<file path="src/rtl/socket_pkg.sv">
// Shared socket FIFO definitions: occupancy-state enum and size-derived width helpers.
// Optional macro SOCKET_FIFO_STATS_EN (used in socket_fifo) adds drop/underflow counters.
package socket_pkg;

  typedef enum logic [1:0] {
    SOCK_EMPTY,
    SOCK_PARTIAL,
    SOCK_FULL
  } sock_state_t;

  function automatic int ptr_w(input int size);
    return (size > 1) ? $clog2(size) : 1;
  endfunction

  function automatic int cnt_w(input int size);
    return $clog2(size + 1);
  endfunction

  function automatic sock_state_t occ_state(input int count, input int size);
    if (count == 0) return SOCK_EMPTY;
    if (count >= size) return SOCK_FULL;
    return SOCK_PARTIAL;
  endfunction

endpackage

</file>
<file path="src/rtl/socket_fifo_mem.sv">
// Storage-only dual-port RAM for socket_fifo: synchronous write, registered read.
// The read register resets to zero and holds its value when no read is issued.
module socket_fifo_mem #(
  parameter int DATA_WIDTH = 8,
  parameter int DEPTH      = 4,
  parameter int ADDR_W     = 2
) (
  input  logic                  clk,
  input  logic                  rst,
  input  logic                  wr_en,
  input  logic [ADDR_W-1:0]     wr_addr,
  input  logic [DATA_WIDTH-1:0] wr_data,
  input  logic                  rd_en,
  input  logic [ADDR_W-1:0]     rd_addr,
  output logic [DATA_WIDTH-1:0] rd_data
);

  logic [DATA_WIDTH-1:0] mem [DEPTH];

  always_ff @(posedge clk) begin
    if (wr_en) mem[wr_addr] <= wr_data;
  end

  // A read and a write to the same slot in one cycle returns the old word.
  always_ff @(posedge clk or posedge rst) begin
    if (rst)        rd_data <= '0;
    else if (rd_en) rd_data <= mem[rd_addr];
  end

endmodule

</file>
<file path="src/rtl/socket_fifo.sv">
// Elastic socket buffer between processing stages with registered full/afull/empty flags.
// Define SOCKET_FIFO_STATS_EN to add saturating o_ovf_cnt / o_udf_cnt outputs.
module socket_fifo
  import socket_pkg::*;
#(
  parameter int DATA_WIDTH  = 8,
  parameter int SOCKET_SIZE = 4,
  parameter int AFULL_LEVEL = 3
) (
  input  logic                             i_clk,
  input  logic                             i_rst,
  input  logic [DATA_WIDTH-1:0]            i_data,
  input  logic                             i_dv,
  input  logic                             i_rd_en,
  output logic [DATA_WIDTH-1:0]            o_data,
  output logic                             o_dv,
  output logic                             o_full,
  output logic                             o_afull,
  output logic                             o_empty,
  output logic [cnt_w(SOCKET_SIZE)-1:0]    o_count,
`ifdef SOCKET_FIFO_STATS_EN
  output logic                             o_ovf,
  output logic [15:0]                      o_ovf_cnt,
  output logic [15:0]                      o_udf_cnt
`else
  output logic                             o_ovf
`endif
);

  localparam int PTR_W = ptr_w(SOCKET_SIZE);
  localparam int CNT_W = cnt_w(SOCKET_SIZE);

  typedef logic [PTR_W-1:0] ptr_t;
  typedef logic [CNT_W-1:0] cnt_t;

  localparam ptr_t LAST_PTR = ptr_t'(SOCKET_SIZE - 1);

  ptr_t        wptr, rptr;
  cnt_t        count, count_next;
  logic        wr_ok, rd_ok;
  sock_state_t state_next;

  function automatic ptr_t bump(input ptr_t p);
    return (p == LAST_PTR) ? '0 : p + 1'b1;
  endfunction

  // Flags are registered, so acceptance depends only on registered full/empty.
  always_comb begin
    rd_ok      = i_rd_en & ~o_empty;
    wr_ok      = i_dv & (~o_full | rd_ok);
    count_next = count + cnt_t'(wr_ok) - cnt_t'(rd_ok);
    state_next = occ_state(int'(count_next), SOCKET_SIZE);
  end

  always_ff @(posedge i_clk or posedge i_rst) begin
    if (i_rst) begin
      wptr    <= '0;
      rptr    <= '0;
      count   <= '0;
      o_dv    <= 1'b0;
      o_empty <= 1'b1;
      o_full  <= 1'b0;
      o_afull <= 1'b0;
      o_ovf   <= 1'b0;
    end else begin
      if (wr_ok) wptr <= bump(wptr);
      if (rd_ok) rptr <= bump(rptr);
      count   <= count_next;
      o_dv    <= rd_ok;
      o_empty <= (state_next == SOCK_EMPTY);
      o_full  <= (state_next == SOCK_FULL);
      o_afull <= (count_next >= cnt_t'(AFULL_LEVEL));
      o_ovf   <= o_ovf | (i_dv & ~wr_ok);
    end
  end

  assign o_count = count;

`ifdef SOCKET_FIFO_STATS_EN
  always_ff @(posedge i_clk or posedge i_rst) begin
    if (i_rst) begin
      o_ovf_cnt <= '0;
      o_udf_cnt <= '0;
    end else begin
      if (i_dv && !wr_ok && o_ovf_cnt != 16'hFFFF) o_ovf_cnt <= o_ovf_cnt + 16'd1;
      if (i_rd_en && o_empty && o_udf_cnt != 16'hFFFF) o_udf_cnt <= o_udf_cnt + 16'd1;
    end
  end
`endif

  socket_fifo_mem #(
    .DATA_WIDTH (DATA_WIDTH),
    .DEPTH      (SOCKET_SIZE),
    .ADDR_W     (PTR_W)
  ) u_mem (
    .clk     (i_clk),
    .rst     (i_rst),
    .wr_en   (wr_ok),
    .wr_addr (wptr),
    .wr_data (i_data),
    .rd_en   (rd_ok),
    .rd_addr (rptr),
    .rd_data (o_data)
  );

endmodule
</file>
<file path="config.mk">
export PLATFORM = sky130hd
export DESIGN_NAME = socket_fifo
export DESIGN_NICKNAME = d
export VERILOG_FILES = /design/src/rtl/socket_pkg.sv /design/src/rtl/socket_fifo_mem.sv /design/src/rtl/socket_fifo.sv
export SDC_FILE = /design/constraint.sdc
export NUM_CORES = 1
export LEC_CHECK = 0
export CORE_ASPECT_RATIO = 1.5
export CORE_MARGIN = 5
export CORE_UTILIZATION = 39
export DETAILED_ROUTE_END_ITERATION = 10
export SLEW_MARGIN = 20
export SYNTH_ARGS = -nofsm -noshare
export SYNTH_HDL_FRONTEND = slang
export SYNTH_SLANG_ARGS = --single-unit
export TNS_END_PERCENT = 20
</file>
<file path="constraint.sdc">
create_clock -name i_clk -period 6.2 [get_ports i_clk]
set_input_delay 0.93 -clock i_clk [delete_from_list [all_inputs] [get_ports i_clk]]
set_output_delay 0.93 -clock i_clk [all_outputs]
set_load 0.05 [all_outputs]
</file>
==> results.yml, run 1 <==
sta:
  relSlewSlack: 0.5152
  worst_pin_slew_ns: 0.7263
  period_share: 0.4815
  slew_violations: 0
  hold_violations: 0
  setup_viol: 0
  period_minus_slack_ns: 2.986
  timing.fmax_mhz: 335.0
  finClkSkew_ns: 0.01082
  setup_tns_ns: 0
  rsz0062_at_grt: "no"
setup_path:
  critical_path.max_stage_delay_ns: 0.51
  crit_top_cell: "inv_1"
  crit_start: "i_rd_en"
  cp_max_fo: 14
  critical_path.top_delay_family: "adder cells"
  crit_arrival_ns: 3.18
  path_cells: "clkdlybuf4s50_1 > nand2b_4 > a21boi_2 > inv_1 > ha_1 > inv_1 > ha_1 > inv_1 > fa_1 > xnor2_1 > a21o_1"
  crit_type: "in -> reg"
  critPathRequiredTime_ns: 6.39
  crit_path_top_delay_cell: "clkdlybuf4s50_1"
  crit_path_start_kind: "input port"
  critPathCaptureType: "register"
  crit_buf_inv: 4
  r2r-start: "o_empty"
drt:
  drt_wl_total_um: 3274
  drc: 0
  via_count: 1039
  vias_per_cell: 4.659
  wl_per_cell_um: 14.68
  antenna_left: 0
  firstDrtPassIters: 4
  drt_iter0_markers: 25
grt:
  grtUsageMet1: 0.1184
  grt_busiest_layer: "met2"
  grtUsageMet2: 0.1728
  antenna_found_initial: 0
  grt_max_degree: 21
  grt_pass1_wl_um: 5464
  use_met3: 0.03980
  grt-ovfl-total: 0
  grt_pass1_vias: 1129
  track_usage: 0.1046
clock_tree:
  ctsHoldBuffers: 0
  cts_buffer_depth: 2
  worstSkewPairLatency_ns: 0.30
  cts_tree: "yes"
  htreeDepth: 2
  clock-sinks: 52
  path_clk_slew_ns: 0.08
  root_buffer: "clkbuf_8"
  cts_made_buffers: 5
  postCtsSetupBuffers: 0
  cts_resized: 0
logic_synthesis:
  syn-cell-area_um2: 2038
  syn_nets: 143
  yosysWarnings: 0
  synth.avg_cell_area_um2: 16.57
  synth_edf_count: 32
  ys_seq_elements: 52
  ys_types: 21
  ys.flop_type: "edfxtp_1"
  synth_cells: 123
  synth_async_sr_flop_share: 0.3846
  seq_area_frac_synth: 0.7176
pwr:
  p_per_area_nw_per_um2: 499.8
  p_leak_nw: 0.9556
  irDropWorstVdd_v: 0.0002088
  finalPower_w: 0.001229
place:
  gp_congestion: 0.6769
  dpl.cell_count: 215
  hpwl_um: 2381
  io_buffers: 27
layout:
  syn_to_final_growth_pct: 20.63
  regArea_um2: 1463
  diodes: 0
  fillers: 488
  multi_input_area_um2: 525.5
  nets: 174
  layout-drive-gt1-share: 0.1355
  fin_cells: 223
floorplanning:
  pin_count: 28
  rows: 32
  dieArea_um2: 6802
  core_area_um2: 5125
  chipHeight_um: 98.54
  die_w_um: 69.03
  start_util: 0.3977
hold_path:
  hold_path.class: "reg -> reg"
  hold_start: "o_ovf"
outcome:
  status: "completed"
job:
  maxCapViolations: 0
## synthesized netlist by cell type (2+ instances only)
cell type / instances / area [µm²]
inv_1: 7 / 26.28
and2_1: 4 / 25.02
mux2_2: 2 / 22.52
ha_1: 7 / 87.58
dfrtp_1: 19 / 475.5
edfxtp_1: 32 / 960.9
mux4_2: 8 / 180.2
xnor2_1: 3 / 26.28
a21o_1: 2 / 15.01
nand2_1: 27 / 101.4
nor3_1: 2 / 10.01
## cell families (layout without fill, tap and decap cells)
kind of cell | count (synthesis) | count (layout) | share of synthesized area
flops | 52 | 52 | 0.7176
buf+inv | 11 | 43 | 0.02455
compound gates | 4 | 4 | 0.01719
fa+ha+maj | 8 | 8 | 0.05279
mux | 10 | 10 | 0.09945
xor+xnor | 3 | 3 | 0.01289
simple gates | 35 | 35 | 0.07550
## power breakdown
group / total [W] / internal (W) / switching (W)
Combinational: 0.000506 / 0.000206 / 0.000300
Clock: 0.000181 / 0.0000791 / 0.000101
Sequential: 0.000543 / 0.000470 / 0.0000726
## sequential cells by signal (all words and copies together) (netlist names)
register,count
o_full,1
rptr,2
o_dv,1
o_ovf,1
o_count,3
o_empty,1
u_mem.mem,32
wptr,2
u_mem.rd_data,8
o_afull,1
## final timing paths
| check | slack, ns | endpoint | cells past startpoint |
|---|---|---|---|
| worst max-delay path | 3.21 | o_afull | 11 |
| worst min-delay path | 0.47 | o_ovf | 1 |
| worst max register to register | 3.91 | o_afull | 10 |
| worst min register to register | 0.47 | o_ovf | 1 |
| max in group asynchronous | 4.68 | wptr[1] | 2 |
| min in group asynchronous | 1.06 | rptr[1] | 2 |
## final cells by class
cell class,instances,share of cell area
Sequential cell,52,0.5949
Inverter,8,0.01221
Multi-Input combinational cell,60,0.2137
Clock inverter,2,0.005089
Clock buffer,6,0.02952
Tap cell,68,0.03461
Timing Repair Buffer,27,0.1099
## through the flow
step,utilization,hold WS [ns],worst slack (ns),instance area (µm²)
final,0.4797,0.4722,3.214,2459
after global routing,0.4797,0.4933,3.098,2459
after global placement,0.4631,0.4512,2.945,2374
after floorplan,-,0.5340,3.615,2038
after detailed placement,0.4631,0.4587,2.874,2374
after CTS,0.4797,0.4793,3.195,2459
## metal layers
metal	share of wire	vias up	routed length, µm
met2	0.52	28	1709
met1	0.40	514	1303
met3	0.056	7	183
met4	0.023	0	76
met5	0	-	0
li1	-	490	-
## placed cells by master (no fill, tap or decap)
master	netlist	routed
mux2_2	2	2
inv_2	1	1
edfxtp_1	32	32
a31o_2	1	1
a21o_1	2	2
clkbuf_8	0	5
dfrtp_1	19	19
fa_1	1	1
clkdlybuf4s50_1	0	27
nand2b_4	1	1
clkbuf_1	1	1
mux4_2	8	8
ha_1	7	7
nor2_1	1	1
clkinv_1	0	1
nand2_1	27	27
a21boi_2	1	1
dfstp_2	1	1
nor3_1	2	2
clkinv_4	0	1
xnor2_1	3	3
and2_1	4	4
inv_1	7	7
Note: power is estimated with default switching activity, not from simulation.
==> run 2, diff against run 1 <==
==> constraint.sdc (replaced) <==
create_clock -name i_clk -period 2.5 [get_ports i_clk]
set_input_delay 0.375 -clock i_clk [delete_from_list [all_inputs] [get_ports i_clk]]
set_output_delay 0.375 -clock i_clk [all_outputs]
set_load 0.05 [all_outputs]
==> results.yml, run 2 (same netlist as run 1, synthesis figures left out) <==
outcome:
  status: "completed"
sta:
  period_minus_slack_ns: 2.258
  timing.fmax_mhz: 442.8
  slew_violations: 0
  setup_viol: 0
  hold_ws_ns: 0.4775
  worst_pin_slew_ns: 0.7367
  finClkSkew_ns: 0.008052
  rsz0062_at_grt: "no"
  hold_violations: 0
  period_share: 0.9034
  relSlewSlack: 0.5084
pwr:
  p_leak_nw: 0.9759
  irDropWorstVdd_v: 0.0005246
  p_per_area_nw_per_um2: 1242
drt:
  via_count: 1061
  vias_per_cell: 4.695
  antenna_left: 0
  wl_per_cell_um: 14.64
  firstDrtPassIters: 4
  drt_iter0_markers: 20
  drc: 0
  drt_wl_total_um: 3309
setup_path:
  critical_path.max_stage_delay_ns: 0.51
  r2r_slack_ns: 0.37
  critical_path.top_delay_family: "adder cells"
  critPathCaptureType: "register"
  path_cells: "clkdlybuf4s50_1 > nand2b_4 > a21boi_2 > inv_1 > ha_1 > inv_1 > ha_1 > inv_1 > fa_1 > xnor2_1 > a21o_1"
  cp_max_fo: 3
  crit_arrival_ns: 2.45
  crit_path_top_delay_cell: "clkdlybuf4s50_1"
  crit_buf_inv: 4
  r2r-start: "o_empty"
  critPathRequiredTime_ns: 2.70
  crit_top_cell: "inv_1"
  crit_path_start_kind: "input port"
  regToRegEndpoint: "o_afull"
  crit_type: "in -> reg"
  r2r_cells: 10
floorplanning:
  core_area_um2: 5125
  die_w_um: 69.03
  rows: 32
  start_util: 0.3977
  chipHeight_um: 98.54
  pin_count: 28
  dieArea_um2: 6802
clock_tree:
  cts_buffer_depth: 2
  ctsHoldBuffers: 0
  cts_resized: 0
  worstSkewPairLatency_ns: 0.30
  cts_tree: "yes"
  htreeDepth: 2
  root_buffer: "clkbuf_8"
  postCtsSetupBuffers: 0
  path_clk_slew_ns: 0.09
  clock-sinks: 52
  cts_made_buffers: 5
place:
  dpl.cell_count: 218
  hpwl_um: 2481
  io_buffers: 27
  gp_congestion: 0.7260
layout:
  diodes: 0
  fin_cells: 226
  fillers: 475
  layout-drive-gt1-share: 0.1646
  mostFrequentLayoutCell: "edfxtp_1"
  syn_to_final_growth_pct: 22.04
  layout_common_cells: "32 x edfxtp_1, 27 x nand2_1, 27 x clkdlybuf4s50_1"
  nets: 177
  top_register: "u_mem.mem"
  largest_reg_flops: 32
hold_path:
  holdPathEnd: "u_mem.rd_data[5]"
  holdPathStages: 2
  hold_path.class: "reg -> reg"
  hold_start: "u_mem.rd_data[5]"
grt:
  antenna_found_initial: 0
  track_usage: 0.1089
  grtUsageMet2: 0.1846
  grt_busiest_layer: "met2"
  grt_pass1_wl_um: 5720
  grtUsageMet1: 0.1229
  grt_pass1_vias: 1158
  use_met3: 0.04082
  grt_max_degree: 21
  grt-ovfl-total: 0
job:
  maxCapViolations: 0
==> run 2: cell types whose count changed in the layout (fill, tap and decap cells not counted) <==
| cell | change |
|---|---|
| clkinv_2 | +1 |
| clkinv_1 | -1 |
| inv_6 | +1 |
| buf_4 | +3 |
| clkbuf_1 | -1 |
==> run 2: cell type report <==
type	instances	area, µm²	share of cell area
Sequential cell	52	1463	0.5880
Multi-Input combinational cell	60	525.5	0.2113
Timing Repair Buffer	30	292.8	0.1177
Tap cell	68	85.08	0.03421
Clock buffer	5	68.82	0.02767
Inverter	8	30.03	0.01207
Clock inverter	3	22.52	0.009054
==> run 2: stage by stage <==
stage	power [W]	instance area [µm²]	util	TNS [ns]	setup slack (ns)
2_1_floorplan	0.002255	2038	-	0	0.1926
3_3_place_gp	0.002600	2396	0.4675	0	0.02676
3_5_place_dp	0.002669	2396	0.4675	-0.1678	-0.09687
4_1_cts	0.003141	2487	0.4854	0	0.2208
5_1_grt	0.003283	2487	0.4854	0	0.1408
6_report	0.003089	2487	0.4854	0	0.2416
==> run 2: layer usage <==
| layer | wire length (µm) | share of wire |
|---|---|---|
| met5 | 0 | 0 |
| met4 | 52 | 0.016 |
| met3 | 171 | 0.052 |
| met2 | 1768 | 0.53 |
| met1 | 1317 | 0.40 |
==> run 2: report_power, final <==
group	internal [W]	leakage [nW]	switching, W
clock	0.000201	0.0485	0.000272
combinational	0.000523	0.401	0.000755
sequential	0.00117	0.527	0.000173
==> run 2: how the worst max path moves through the flow <==
stage / slack (ns) / cells past startpoint / from / endpoint
finish: 0.24 / 11 / i_rd_en / o_afull
detailed placement: -0.1 / 11 / i_rd_en / o_afull
CTS: 0.22 / 11 / i_rd_en / o_afull
floorplan: 0.19 / 10 / o_empty / o_afull
global route: 0.14 / 11 / i_rd_en / o_empty
global placement: 0.03 / 11 / i_rd_en / o_afull
==> run 2: tightest hold or removal path, cell delays in order (launching register included) <==
cell     delay, ns
dfrtp_1       0.35
nand2_1       0.05
nand2_1       0.05
==> run 3, diff against run 2 <==
--- a/config.mk
+++ b/config.mk
@@ -9,6 +9,7 @@
 export CORE_MARGIN = 5
 export CORE_UTILIZATION = 39
 export DETAILED_ROUTE_END_ITERATION = 10
+export SETUP_SLACK_MARGIN = 0.4
 export SLEW_MARGIN = 20
 export SYNTH_ARGS = -nofsm -noshare
 export SYNTH_HDL_FRONTEND = slang
==> results.yml, run 3 (same netlist as run 1, synthesis figures left out) <==
hold_path:
  holdPathEnd: "u_mem.rd_data[4]"
  hold_start: "u_mem.rd_data[4]"
  holdPathStages: 2
  hold_path.class: "reg -> reg"
layout:
  fin_cells: 231
  diodes: 0
  top_register: "u_mem.mem"
  largest_reg_flops: 32
  layout_common_cells: "32 x edfxtp_1, 27 x nand2_1, 25 x clkdlybuf4s50_1"
  mostFrequentLayoutCell: "edfxtp_1"
  syn_to_final_growth_pct: 27.19
  layout-drive-gt1-share: 0.2393
  nets: 182
grt:
  grt_pass1_vias: 1204
  antenna_found_initial: 0
  grt_max_degree: 21
  grt-ovfl-total: 0
  grt_pass1_wl_um: 5885
  track_usage: 0.1112
pwr:
  p_seq_frac: 0.405
  irDropWorstVdd_v: 0.0005112
  p_comb_frac: 0.429
  power.switching_w: 0.001248
  p_int_w: 0.002083
  p_leak_nw: 1.018
  swShare: 0.3747
  pwr-share-clk: 0.166
  p_per_area_nw_per_um2: 1285
  finalPower_w: 0.003331
sta:
  period_share: 0.8309
  slew_violations: 0
  rsz0062_at_grt: "no"
  finClkSkew_ns: 0.004351
  setup_viol: 0
  timing.fmax_mhz: 481.4
  setup_tns_ns: 0
  hold_violations: 0
  period_minus_slack_ns: 2.077
  worst_pin_slew_ns: 0.7497
  relSlewSlack: 0.4996
place:
  gp_congestion: 0.7244
  hpwl_um: 2373
  dpl.cell_count: 219
  io_buffers: 27
setup_path:
  crit_arrival_ns: 2.27
  r2r_cells: 10
  cp_max_fo: 3
  critPathCaptureType: "register"
  regToRegEndpoint: "o_afull"
  r2r_slack_ns: 0.42
  critPathRequiredTime_ns: 2.69
  crit_type: "reg -> reg"
  r2r-start: "o_empty"
  crit_path_start_kind: "register"
clock_tree:
  worstSkewPairLatency_ns: 0.30
  cts_tree: "yes"
  root_buffer: "clkbuf_8"
  path_clk_slew_ns: 0.08
  ctsHoldBuffers: 0
  htreeDepth: 2
  cts_made_buffers: 5
  cts_buffer_depth: 2
  clock-sinks: 52
drt:
  firstDrtPassIters: 2
  drt_wl_total_um: 3475
  drt_iter0_markers: 42
  via_count: 1067
  wl_per_cell_um: 15.04
  vias_per_cell: 4.619
  antenna_left: 0
  drc: 0
floorplanning:
  core_area_um2: 5125
  die_w_um: 69.03
  dieArea_um2: 6802
  chipHeight_um: 98.54
  start_util: 0.3977
  pin_count: 28
  rows: 32
job:
  maxCapViolations: 0
outcome:
  status: "completed"
[run 3: worst max path at each step]
stage / from / end / slack [ns] / cells after the start
finish: o_empty / o_afull / 0.42 / 10
global route: o_empty / o_afull / 0.38 / 10
CTS: o_empty / o_afull / 0.40 / 10
detailed placement: i_rd_en / o_afull / 0.0004 / 11
global placement: i_rd_en / o_afull / 0.06 / 11
floorplan: o_empty / o_afull / 0.21 / 10
[run 3: through the flow]
step	setup WS [ns]	area (µm²)	util	hold slack (ns)
after floorplan	0.2057	2051	-	0.3381
after global placement	0.06355	2416	0.4714	0.4516
after detailed placement	0.0003999	2416	0.4714	0.4620
after CTS	0.4019	2547	0.4971	0.4792
after global routing	0.3755	2592	0.5059	0.4796
final	0.4228	2592	0.5059	0.4785
[run 3: area by class of cell]
cell class	count	area [µm²]
Fill cell	465	2532
Sequential cell	52	1463
Multi-Input combinational cell	60	573.1
Timing Repair Buffer	35	331.6
Tap cell	68	85.08
Clock buffer	6	72.57
Clock inverter	2	35.03
Inverter	8	32.53
[run 3: layer usage]
metal,wire [µm],vias to the layer above,track usage
met4,72,0,0.04962
met1,1399,533,0.1234
li1,-,505,-
met3,175,5,0.03980
met2,1828,24,0.1904
met5,0,-,0
[run 3: timing repair]
action,CTS,global route
resized for setup,6,5
setup buffers,1,3
setup endpoints to repair,2,4
pin swaps,2,4
[run 3: power by group through the flow]
stage          Clock, W  Combinational [W]  Sequential [W]
2_1_floorplan         0           0.000598         0.00168
3_3_place_gp          0            0.00127         0.00135
3_5_place_dp          0            0.00130         0.00137
4_1_cts        0.000573            0.00134         0.00135
5_1_grt        0.000611            0.00154         0.00138
6_report       0.000552            0.00143         0.00135
[run 3: critical path, stage by stage, from the launching register on]
cell and delay [ns]:
dfstp_2 0.53, nand2b_4 0.13, buf_6 0.11, inv_4 0.03, ha_4 0.20, inv_2 0.07
ha_4 0.13, inv_2 0.03, fa_2 0.52, inv_2 0.05, a21o_1 0.17
